### src/rtl/four_mag_pkg.sv
// Shared constants and the FIFO word layout for the 4-channel magnitude collector.
package four_mag_pkg;
  localparam int NCHAN  = 4;
  localparam int CHAN_W = 2;
  localparam int MAG_W  = 26;
  localparam int USER_W = 4;

  // Word layout is {ovf, user, mag3..mag0}, chan0 magnitude in the LSBs.
  typedef struct packed {
    logic [NCHAN-1:0]            ovf;
    logic [USER_W-1:0]           user;
    logic [NCHAN-1:0][MAG_W-1:0] mag;
  } mag_word_t;
endpackage

### src/rtl/mag_word_fifo.sv
// First-word-fall-through synchronous FIFO; a pop frees room for a same-cycle push.
module mag_word_fifo #(
  parameter int WIDTH = 8,
  parameter int DEPTH = 4
) (
  input  logic             clk,
  input  logic             rst,
  input  logic             push,
  input  logic [WIDTH-1:0] wr_data,
  input  logic             pop,
  output logic [WIDTH-1:0] rd_data,
  output logic             full,
  output logic             empty
);
  localparam int AW = $clog2(DEPTH);

  logic [WIDTH-1:0] mem [DEPTH];
  logic [AW:0]      wr_ptr_reg;
  logic [AW:0]      rd_ptr_reg;
  logic             do_push;
  logic             do_pop;

  assign empty   = (wr_ptr_reg == rd_ptr_reg);
  assign full    = (wr_ptr_reg[AW] != rd_ptr_reg[AW]) &&
                   (wr_ptr_reg[AW-1:0] == rd_ptr_reg[AW-1:0]);
  assign do_pop  = pop && !empty;
  assign do_push = push && (!full || do_pop);

  always_ff @(posedge clk or posedge rst) begin
    if (rst) begin
      wr_ptr_reg <= '0;
      rd_ptr_reg <= '0;
    end else begin
      if (do_push) wr_ptr_reg <= wr_ptr_reg + (AW+1)'(1);
      if (do_pop)  rd_ptr_reg <= rd_ptr_reg + (AW+1)'(1);
    end
  end

  // Storage needs no reset: the pointers alone define the contents.
  always_ff @(posedge clk) begin
    if (do_push) mem[wr_ptr_reg[AW-1:0]] <= wr_data;
  end

  assign rd_data = mem[rd_ptr_reg[AW-1:0]];
endmodule

### src/rtl/four_mag_collect.sv
// Assembles per-channel magnitude beats into 4-channel words and queues them.
// Optional sequence checking is enabled with the MAG_SEQ_CHECK_EN macro.
module four_mag_collect
  import four_mag_pkg::*;
#(
  parameter int IO_WIDTH       = 26,
  parameter int S_TUSER_WIDTH  = 4,
  parameter int OUT_FIFO_DEPTH = 4
) (
  input  logic                       clk,
  input  logic                       rst,
  input  logic [IO_WIDTH-1:0]        S_TDATA,
  input  logic [S_TUSER_WIDTH+1:0]   S_TUSER,
  input  logic                       S_TVALID,
  input  logic                       S_OVERFLOW,
  output logic [4*IO_WIDTH-1:0]      M_TDATA,
  output logic [S_TUSER_WIDTH-1:0]   M_TUSER,
  output logic [3:0]                 M_TOVERFLOW,
  output logic                       M_TVALID,
  input  logic                       M_TREADY,
  output logic [15:0]                dropCount,
  output logic                       seqError
);
  localparam int WORD_W = NCHAN + S_TUSER_WIDTH + NCHAN*IO_WIDTH;

  logic [CHAN_W-1:0]         chan;
  logic [S_TUSER_WIDTH-1:0]  user;
  logic [S_TUSER_WIDTH-1:0]  frame_user;
  logic [IO_WIDTH-1:0]       slot_reg [NCHAN-1];
  logic [NCHAN-2:0]          ovf_reg;
  logic [NCHAN*IO_WIDTH-1:0] frame_mag;
  logic                      seq_viol;
  logic                      complete;
  logic                      fifo_full;
  logic                      fifo_empty;
  logic [WORD_W-1:0]         wr_word;
  logic [WORD_W-1:0]         rd_word;
  logic [15:0]               drop_count_reg;

  assign chan = S_TUSER[CHAN_W-1:0];
  assign user = S_TUSER[S_TUSER_WIDTH+CHAN_W-1:CHAN_W];

`ifdef MAG_SEQ_CHECK_EN
  logic [CHAN_W-1:0]        exp_chan_reg;
  logic [S_TUSER_WIDTH-1:0] user0_reg;
  logic                     seq_error_reg;

  assign seq_viol = S_TVALID &&
                    ((chan != exp_chan_reg) || (chan != '0 && user != user0_reg));

  // A violating chan0 beat restarts the frame, so expected becomes chan+1 either way.
  always_ff @(posedge clk or posedge rst) begin
    if (rst) begin
      exp_chan_reg  <= '0;
      user0_reg     <= '0;
      seq_error_reg <= 1'b0;
    end else begin
      seq_error_reg <= seq_viol;
      if (S_TVALID) begin
        if (chan == '0) user0_reg <= user;
        exp_chan_reg <= (seq_viol && chan != '0) ? '0 : chan + CHAN_W'(1);
      end
    end
  end

  assign frame_user = user0_reg;
  assign seqError   = seq_error_reg;
`else
  assign seq_viol   = 1'b0;
  assign frame_user = user;
  assign seqError   = 1'b0;
`endif

  assign complete = S_TVALID && !seq_viol && (chan == CHAN_W'(NCHAN-1));

  // The last channel is never stored: it goes straight into the pushed word.
  for (genvar gi = 0; gi < NCHAN-1; gi++) begin : g_slot
    always_ff @(posedge clk or posedge rst) begin
      if (rst) begin
        slot_reg[gi] <= '0;
        ovf_reg[gi]  <= 1'b0;
      end else if (S_TVALID) begin
        if (chan == CHAN_W'(gi)) begin
          slot_reg[gi] <= S_TDATA;
          ovf_reg[gi]  <= S_OVERFLOW && (gi == 0 || !seq_viol);
        end else if (complete || seq_viol) begin
          ovf_reg[gi]  <= 1'b0;
        end
      end
    end
  end

  for (genvar gi = 0; gi < NCHAN; gi++) begin : g_mag
    if (gi == NCHAN-1) begin : g_last
      assign frame_mag[gi*IO_WIDTH +: IO_WIDTH] = S_TDATA;
    end else begin : g_stored
      assign frame_mag[gi*IO_WIDTH +: IO_WIDTH] = slot_reg[gi];
    end
  end

  assign wr_word = {S_OVERFLOW, ovf_reg, frame_user, frame_mag};

  mag_word_fifo #(
    .WIDTH (WORD_W),
    .DEPTH (OUT_FIFO_DEPTH)
  ) u_fifo (
    .clk     (clk),
    .rst     (rst),
    .push    (complete),
    .wr_data (wr_word),
    .pop     (M_TREADY),
    .rd_data (rd_word),
    .full    (fifo_full),
    .empty   (fifo_empty)
  );

  always_ff @(posedge clk or posedge rst) begin
    if (rst) begin
      drop_count_reg <= '0;
    end else if (complete && fifo_full && !M_TREADY && drop_count_reg != 16'hFFFF) begin
      drop_count_reg <= drop_count_reg + 16'd1;
    end
  end

  assign M_TVALID    = !fifo_empty;
  assign M_TDATA     = rd_word[NCHAN*IO_WIDTH-1:0];
  assign M_TUSER     = rd_word[NCHAN*IO_WIDTH +: S_TUSER_WIDTH];
  assign M_TOVERFLOW = rd_word[WORD_W-1 -: NCHAN];
  assign dropCount   = drop_count_reg;
endmodule
### config.mk
export PLATFORM = sky130hd
export DESIGN_NAME = four_mag_collect
export DESIGN_NICKNAME = d
export VERILOG_FILES = /design/src/rtl/four_mag_pkg.sv /design/src/rtl/mag_word_fifo.sv /design/src/rtl/four_mag_collect.sv
export SDC_FILE = /design/constraint.sdc
export NUM_CORES = 1
export LEC_CHECK = 0
export BUFFER_PORTS_ARGS = -buffer_cell sky130_fd_sc_hd__buf_2
export CORE_MARGIN = 10
export CORE_UTILIZATION = 59
export CTS_BUF_LIST = sky130_fd_sc_hd__clkbuf_4 sky130_fd_sc_hd__clkbuf_8 sky130_fd_sc_hd__clkbuf_16
export DETAILED_ROUTE_END_ITERATION = 7
export GPL_ROUTABILITY_DRIVEN = 1
export HOLD_SLACK_MARGIN = 0.1
export PLACE_DENSITY = 0.89
export SKIP_LAST_GASP = 1
export SLEW_MARGIN = 20
export SYNTH_ARGS = -nofsm -noshare
export SYNTH_HDL_FRONTEND = slang
export SYNTH_SLANG_ARGS = --single-unit
export TNS_END_PERCENT = 50
### constraint.sdc
create_clock -name clk -period 6 [get_ports clk]
set_input_delay 0.6 -clock clk [delete_from_list [all_inputs] [get_ports clk]]
set_output_delay 0.6 -clock clk [all_outputs]
set_load 0.005 [all_outputs]
* Word level (Yosys, flattened, before mapping)
Memories as Yosys holds them, arrays and structs flattened.
Index checks and enable logic that the tools add are counted.
** Word-level totals
- Bits in registers :: 103
- RAM bits :: 448
- Memories kept :: 1
** Operators by class
- $add $sub $neg :: 3
- Reduce and logical (&&, ||, !) cells :: 21
- Equal/unequal tests :: 7
- Multiplexer cells :: 6
** Memory list
- u_fifo.mem :: depth 4, width 112, rd ports 1, clocked after Yosys merged registers in 0, wr ports 1, RTL line mag_word_fifo.sv:17 : logic [WIDTH-1:0] mem [DEPTH];
** Operator list (count)
- $add A16 B1 Y16 const B :: 1
- $ne A16 B16 Y1 const B :: 1
- $reduce_and A2 Y1 :: 6
- $logic_and A1 B1 Y1 :: 7
- $add A3 B1 Y3 const B :: 2
- $mux W1 :: 6
- $reduce_bool A2 Y1 :: 3
- $eq A2 B2 Y1 const B :: 2
- $eq A3 B3 Y1 :: 1
- $logic_not A1 Y1 :: 3
- $eq A2 B1 Y1 const B :: 1
- $eq A2 B2 Y1 :: 1
- $logic_not A2 Y1 :: 1
- $logic_or A1 B1 Y1 :: 1
- $ne A1 B1 Y1 :: 1

* Logic depth before layout (Yosys ltp)
- Depth in word-level cells :: 7
- Mapped depth :: 6
- Depth with buffers taken out :: 5

* Modules after synthesis
From an unflattened synthesis, not the netlist that was laid out.
** Unflattened totals
- Cells, all modules :: 878
- Area total of the unflattened synthesis :: 20485.9 µm²
** Modules (own cells, without submodules)
- mag_word_fifo :: cells each 622, instances 1, area an instance 16567.1 µm², seq. area each 13603.0 µm²
- four_mag_collect :: cells each 256, instances 1, area an instance 3918.8 µm², seq. area each 2427.3 µm²

* Least setup slack after synthesis
OpenSTA, ideal clock, no wires.
- Kind :: reg2reg
- Start point :: register u_fifo.rd_ptr_reg[0]
- End point :: memory u_fifo.mem[3][0] (netlist bit), enable pin
- Setup slack :: 1.768 ns
- Setup time :: 0.485 ns
- Stages on the path, launching flop included :: 5
- Path buffers :: 1
- Data arrival time :: 3.747 ns
- Data required time :: 5.515 ns
- Cells stage by stage :: dfrtp_1 > buf_6 > xnor2_2 > a41oi_1 > and2_1
** Between the ends
- Word-level cells in the longest chain between the ends :: 7
- Elaborated cells on any way between the ends :: 10
** Ends and longest elaborated chain
- start: declaration :: RTL line mag_word_fifo.sv:19 : logic [AW:0] rd_ptr_reg;
- start signal: assignment :: RTL line mag_word_fifo.sv:35 : if (do_pop) rd_ptr_reg <= rd_ptr_reg + (AW+1)'(1);
- $eq A3 B3 Y1 / $eq A2 B2 Y1 (equally long branches) :: RTL line mag_word_fifo.sv:23, mag_word_fifo.sv:25
- $logic_not A1 Y1 / $logic_and A1 B1 Y1 (equally long branches) :: RTL line mag_word_fifo.sv:26, mag_word_fifo.sv:24
- $logic_and A1 B1 Y1 / $logic_not A1 Y1 (equally long branches) :: RTL line mag_word_fifo.sv:26, mag_word_fifo.sv:27
- $logic_or A1 B1 Y1 (*) :: RTL line mag_word_fifo.sv:27 : assign do_push = push && (!full || do_pop);
- $logic_and A1 B1 Y1 (*) :: RTL line mag_word_fifo.sv:27
- $mux W1 (*) :: RTL line mag_word_fifo.sv:41 : if (do_push) mem[wr_ptr_reg[AW-1:0]] <= wr_data;
- $mux W1 (not written as such) (*) :: RTL line mag_word_fifo.sv:41
- end: declaration :: RTL line mag_word_fifo.sv:17
Mark *: on every way between the ends. The rest lies on a longest branch, timed or not.

* Final worst setup path
- Start point :: register u_fifo.rd_ptr_reg[1]
- End point :: output M_TDATA[75]
** Between the ends
- Word-level cells in the longest chain between the ends :: 1
** Ends and longest elaborated chain
- $mem_v2 Z4 W112
- end: declaration :: RTL line four_mag_collect.sv:16 : output logic [4*IO_WIDTH-1:0] M_TDATA,
No other way between the ends.

==> impl_metrics.toml <==
[outcome]
status = "completed"

[global_route]
overflow = 0
track_usage_pct = 19.4
grt_pass1_vias = 10400
grt_max_degree = 79
grt_pass1_wl_mm = 62.1
antenna_found_initial = 0

[final_layout]
diodes = 0
nets = 1116
largest_reg_flops = 448
multi_input_area_mm2 = 0.00416
layout_common_cells = "edfxtp_1 (448), buf_2 (165), mux4_2 (112)"
seq_area_mm2 = 0.0160
final_common_cell = "edfxtp_1"
utilization_pct = 68.4
fillCellCount = 2059
areaGrowthSynthToFinish_pct = 15.0
drive_gt1_share_pct = 42.9

[setup_path]
r2r-end = "u_fifo.mem[3][41]"
startpoint_type = "flop"
critPathKind = "reg2out"
crit_chain = "buf_4 -> mux4_2 -> buf_2"
reg2reg_depth = 4
crit_end = "M_TDATA[75]"
timing.rr.start = "u_fifo.rd_ptr_reg[1]"
cp.required_ns = 5.40
slowest_stage = "dfrtp_4"
cp.arrival_ns = 3.13
regToRegSetupSlack_ns = 2.41
max_stage_delay_ns = 0.99
setup.worst_path.start = "u_fifo.rd_ptr_reg[1]"
critPathMaxFanout = 63
critPathCaptureType = "primary output"

[floorplan]
fp.dieW_um = 206
num_rows = 68
core_area_mm2 = 0.0343
die-area_mm2 = 0.0424
die_height_um = 206
start_util_pct = 59.5
num_io_pins = 167

[cts]
cts_inserted_buffers = 51
cts_resized = 0
cts.path.max_buffers = 3
tritoncts = "yes"
clk_latency_ns = 0.55
cts_max_level = 2
cts-root-buf = "clkbuf_16"
ctsHoldBuffers = 0
cts.clk_slew.worst_paths_ns = 0.06
cts_setup_buffers = 0
cts_num_sinks = 551

[timing]
grt_setup_unrepaired = "no"
drv_slew = 0
finalCritPeriodShare_pct = 62.2
tns_ns = 0
tightest_slew_ns = 1.02
setup_viol = 0
timing.fmax_mhz = 268
fin_crit_ns = 3.73
slew_headroom_pct = 31.7
clock-skew-final_ns = 0.00843
hold_viol = 0

[synth]
ys_seq_area_share_pct = 78.6
postSynthCellCount = 880
avgSynthCellArea_um2 = 23.2
synthSimpleGateAreaFrac_pct = 1.85
synth_flop_cell = "edfxtp_1"
yosysUniqueCellTypes = 42
synth-adder-area-share_pct = 0.368
synth_top_family_by_area = "multiplexers"
synth_xor_area_share_pct = 0.970
synth_edf_count = 448
synth_compound_area_share_pct = 0.233
yosysTopAreaCell = "edfxtp_1"
async_flop_share_pct = 18.7
ys_seq_elements = 551
synth_area_leaders = "edfxtp_1 (66%), dfrtp_1 (13%), mux4_2 (12%)"
synth_top_area_share_pct = 66.0
synth_mux_area_share_pct = 16.9
netlist_area_mm2 = 0.0204
yosysWarnings = 0
synth_fp_nets = 923

[placement]
io_buffers = 165
place_congestion = 0.745
dpl.hpwl_mm = 23.0

[route]
vias = 9486
first_pass_iters = 5
vias_per_cell = 6.05
drc = 0
routed_wirelength_mm = 40.4
routedWlPerCell_um = 25.8
ant_nets = 0
drt_iter0_markers = 592

[power]
p_clk_share_pct = 31.6
switchingPower_w = 0.00264
power_frac_seq_pct = 47.7
power.internal_w = 0.00763
p_sw_share_pct = 25.7
p_leak_nw = 8.30
p_comb_share_pct = 20.7
powerDensity_mw_per_mm2 = 438
irDropWorstVdd_mv = 0.333

[flow_run]
maxCapViolations = 0

[hold_path]
hp-class = "in2async"
==> synth_stat cells, types with 2 or more instances <==
master / number
mux2i_1: 2
clkbuf_1: 11
nand2_1: 10
and2_1: 5
xor2_1: 13
nor3b_1: 2
ha_1: 6
mux2_2: 80
or2_2: 2
edfxtp_1: 448
nor3_1: 4
xnor2_1: 4
o21ai_0: 3
xnor2_2: 2
buf_6: 3
buf_2: 20
buf_1: 2
inv_1: 6
dfrtp_1: 103
and4_1: 2
nand3_1: 6
mux4_2: 112
nor2_1: 3
nand2b_1: 3
nand4_1: 5
nor4_1: 7
==> critical path: cells and delay by family (launching register included) <==
kind                   cells  cell delay [ns]
muxes                      1             0.49
DFF                        1             0.99
buffers and inverters      2             1.03
==> per-stage QoR <==
stage | setup WS, ns | hold WS [ns] | instance area (µm²) | power [W] | std cells
6_report | 2.27 | 0.120 | 23400 | 0.0103 | 1568
5_1_grt | 2.17 | 0.153 | 23400 | 0.0107 | 1568
4_1_cts | 2.17 | 0.128 | 23400 | 0.0104 | 1568
3_5_place_dp | 2.41 | 0.495 | 21700 | 0.00716 | 1475
3_3_place_gp | 2.47 | 0.479 | 21700 | 0.00708 | 1475
2_1_floorplan | 1.77 | 0.471 | 20400 | 0.00625 | 880
==> final cells by class <==
type / count / area share, %
Sequential cell: 551 / 68.4
Multi-Input combinational cell: 286 / 17.7
Clock buffer: 75 / 6.55
Timing Repair Buffer: 177 / 3.98
Tap cell: 455 / 2.43
Clock inverter: 18 / 0.806
Inverter: 6 / 0.107
==> metal layers <==
layer	share of wire, %	vias up	GRT usage (%)
li1	-	4005	-
met1	40	5048	25.7
met2	51	368	32.7
met3	6.5	65	3.64
met4	2.3	0	5.45
met5	0	-	0
==> power by group through the flow <==
| stage | Sequential (W) | Clock, W | Combinational, W |
|---|---|---|---|
| after floorplan | 0.00479 | 0 | 0.00146 |
| after global placement | 0.00493 | 0 | 0.00214 |
| after detailed placement | 0.00498 | 0 | 0.00218 |
| after CTS | 0.00490 | 0.00331 | 0.00220 |
| after global routing | 0.00495 | 0.00346 | 0.00231 |
| final | 0.00490 | 0.00325 | 0.00213 |
==> cell families after synthesis <==
family          Yosys count
buf+inv                  43
mux                     194
other cells               1
xor+xnor                 20
simple gates             58
compound gates            7
fa+ha+maj                 6
flops                   551
==> worst min-delay path by stage <==
stage / startpoint / end / slack, ns / depth (start not counted)
finish: rst / ovf_reg[0] / 0.12 / 2
global placement: frame_mag[33] / u_fifo.mem[1][33] / 0.48 / 0
CTS: rst / ovf_reg[0] / 0.13 / 2
global route: rst / ovf_reg[0] / 0.15 / 2
floorplan: frame_mag[26] / u_fifo.mem[0][26] / 0.47 / 0
detailed placement: frame_mag[77] / u_fifo.mem[3][77] / 0.50 / 0
No activity file was read; power rests on OpenSTA's default activity.
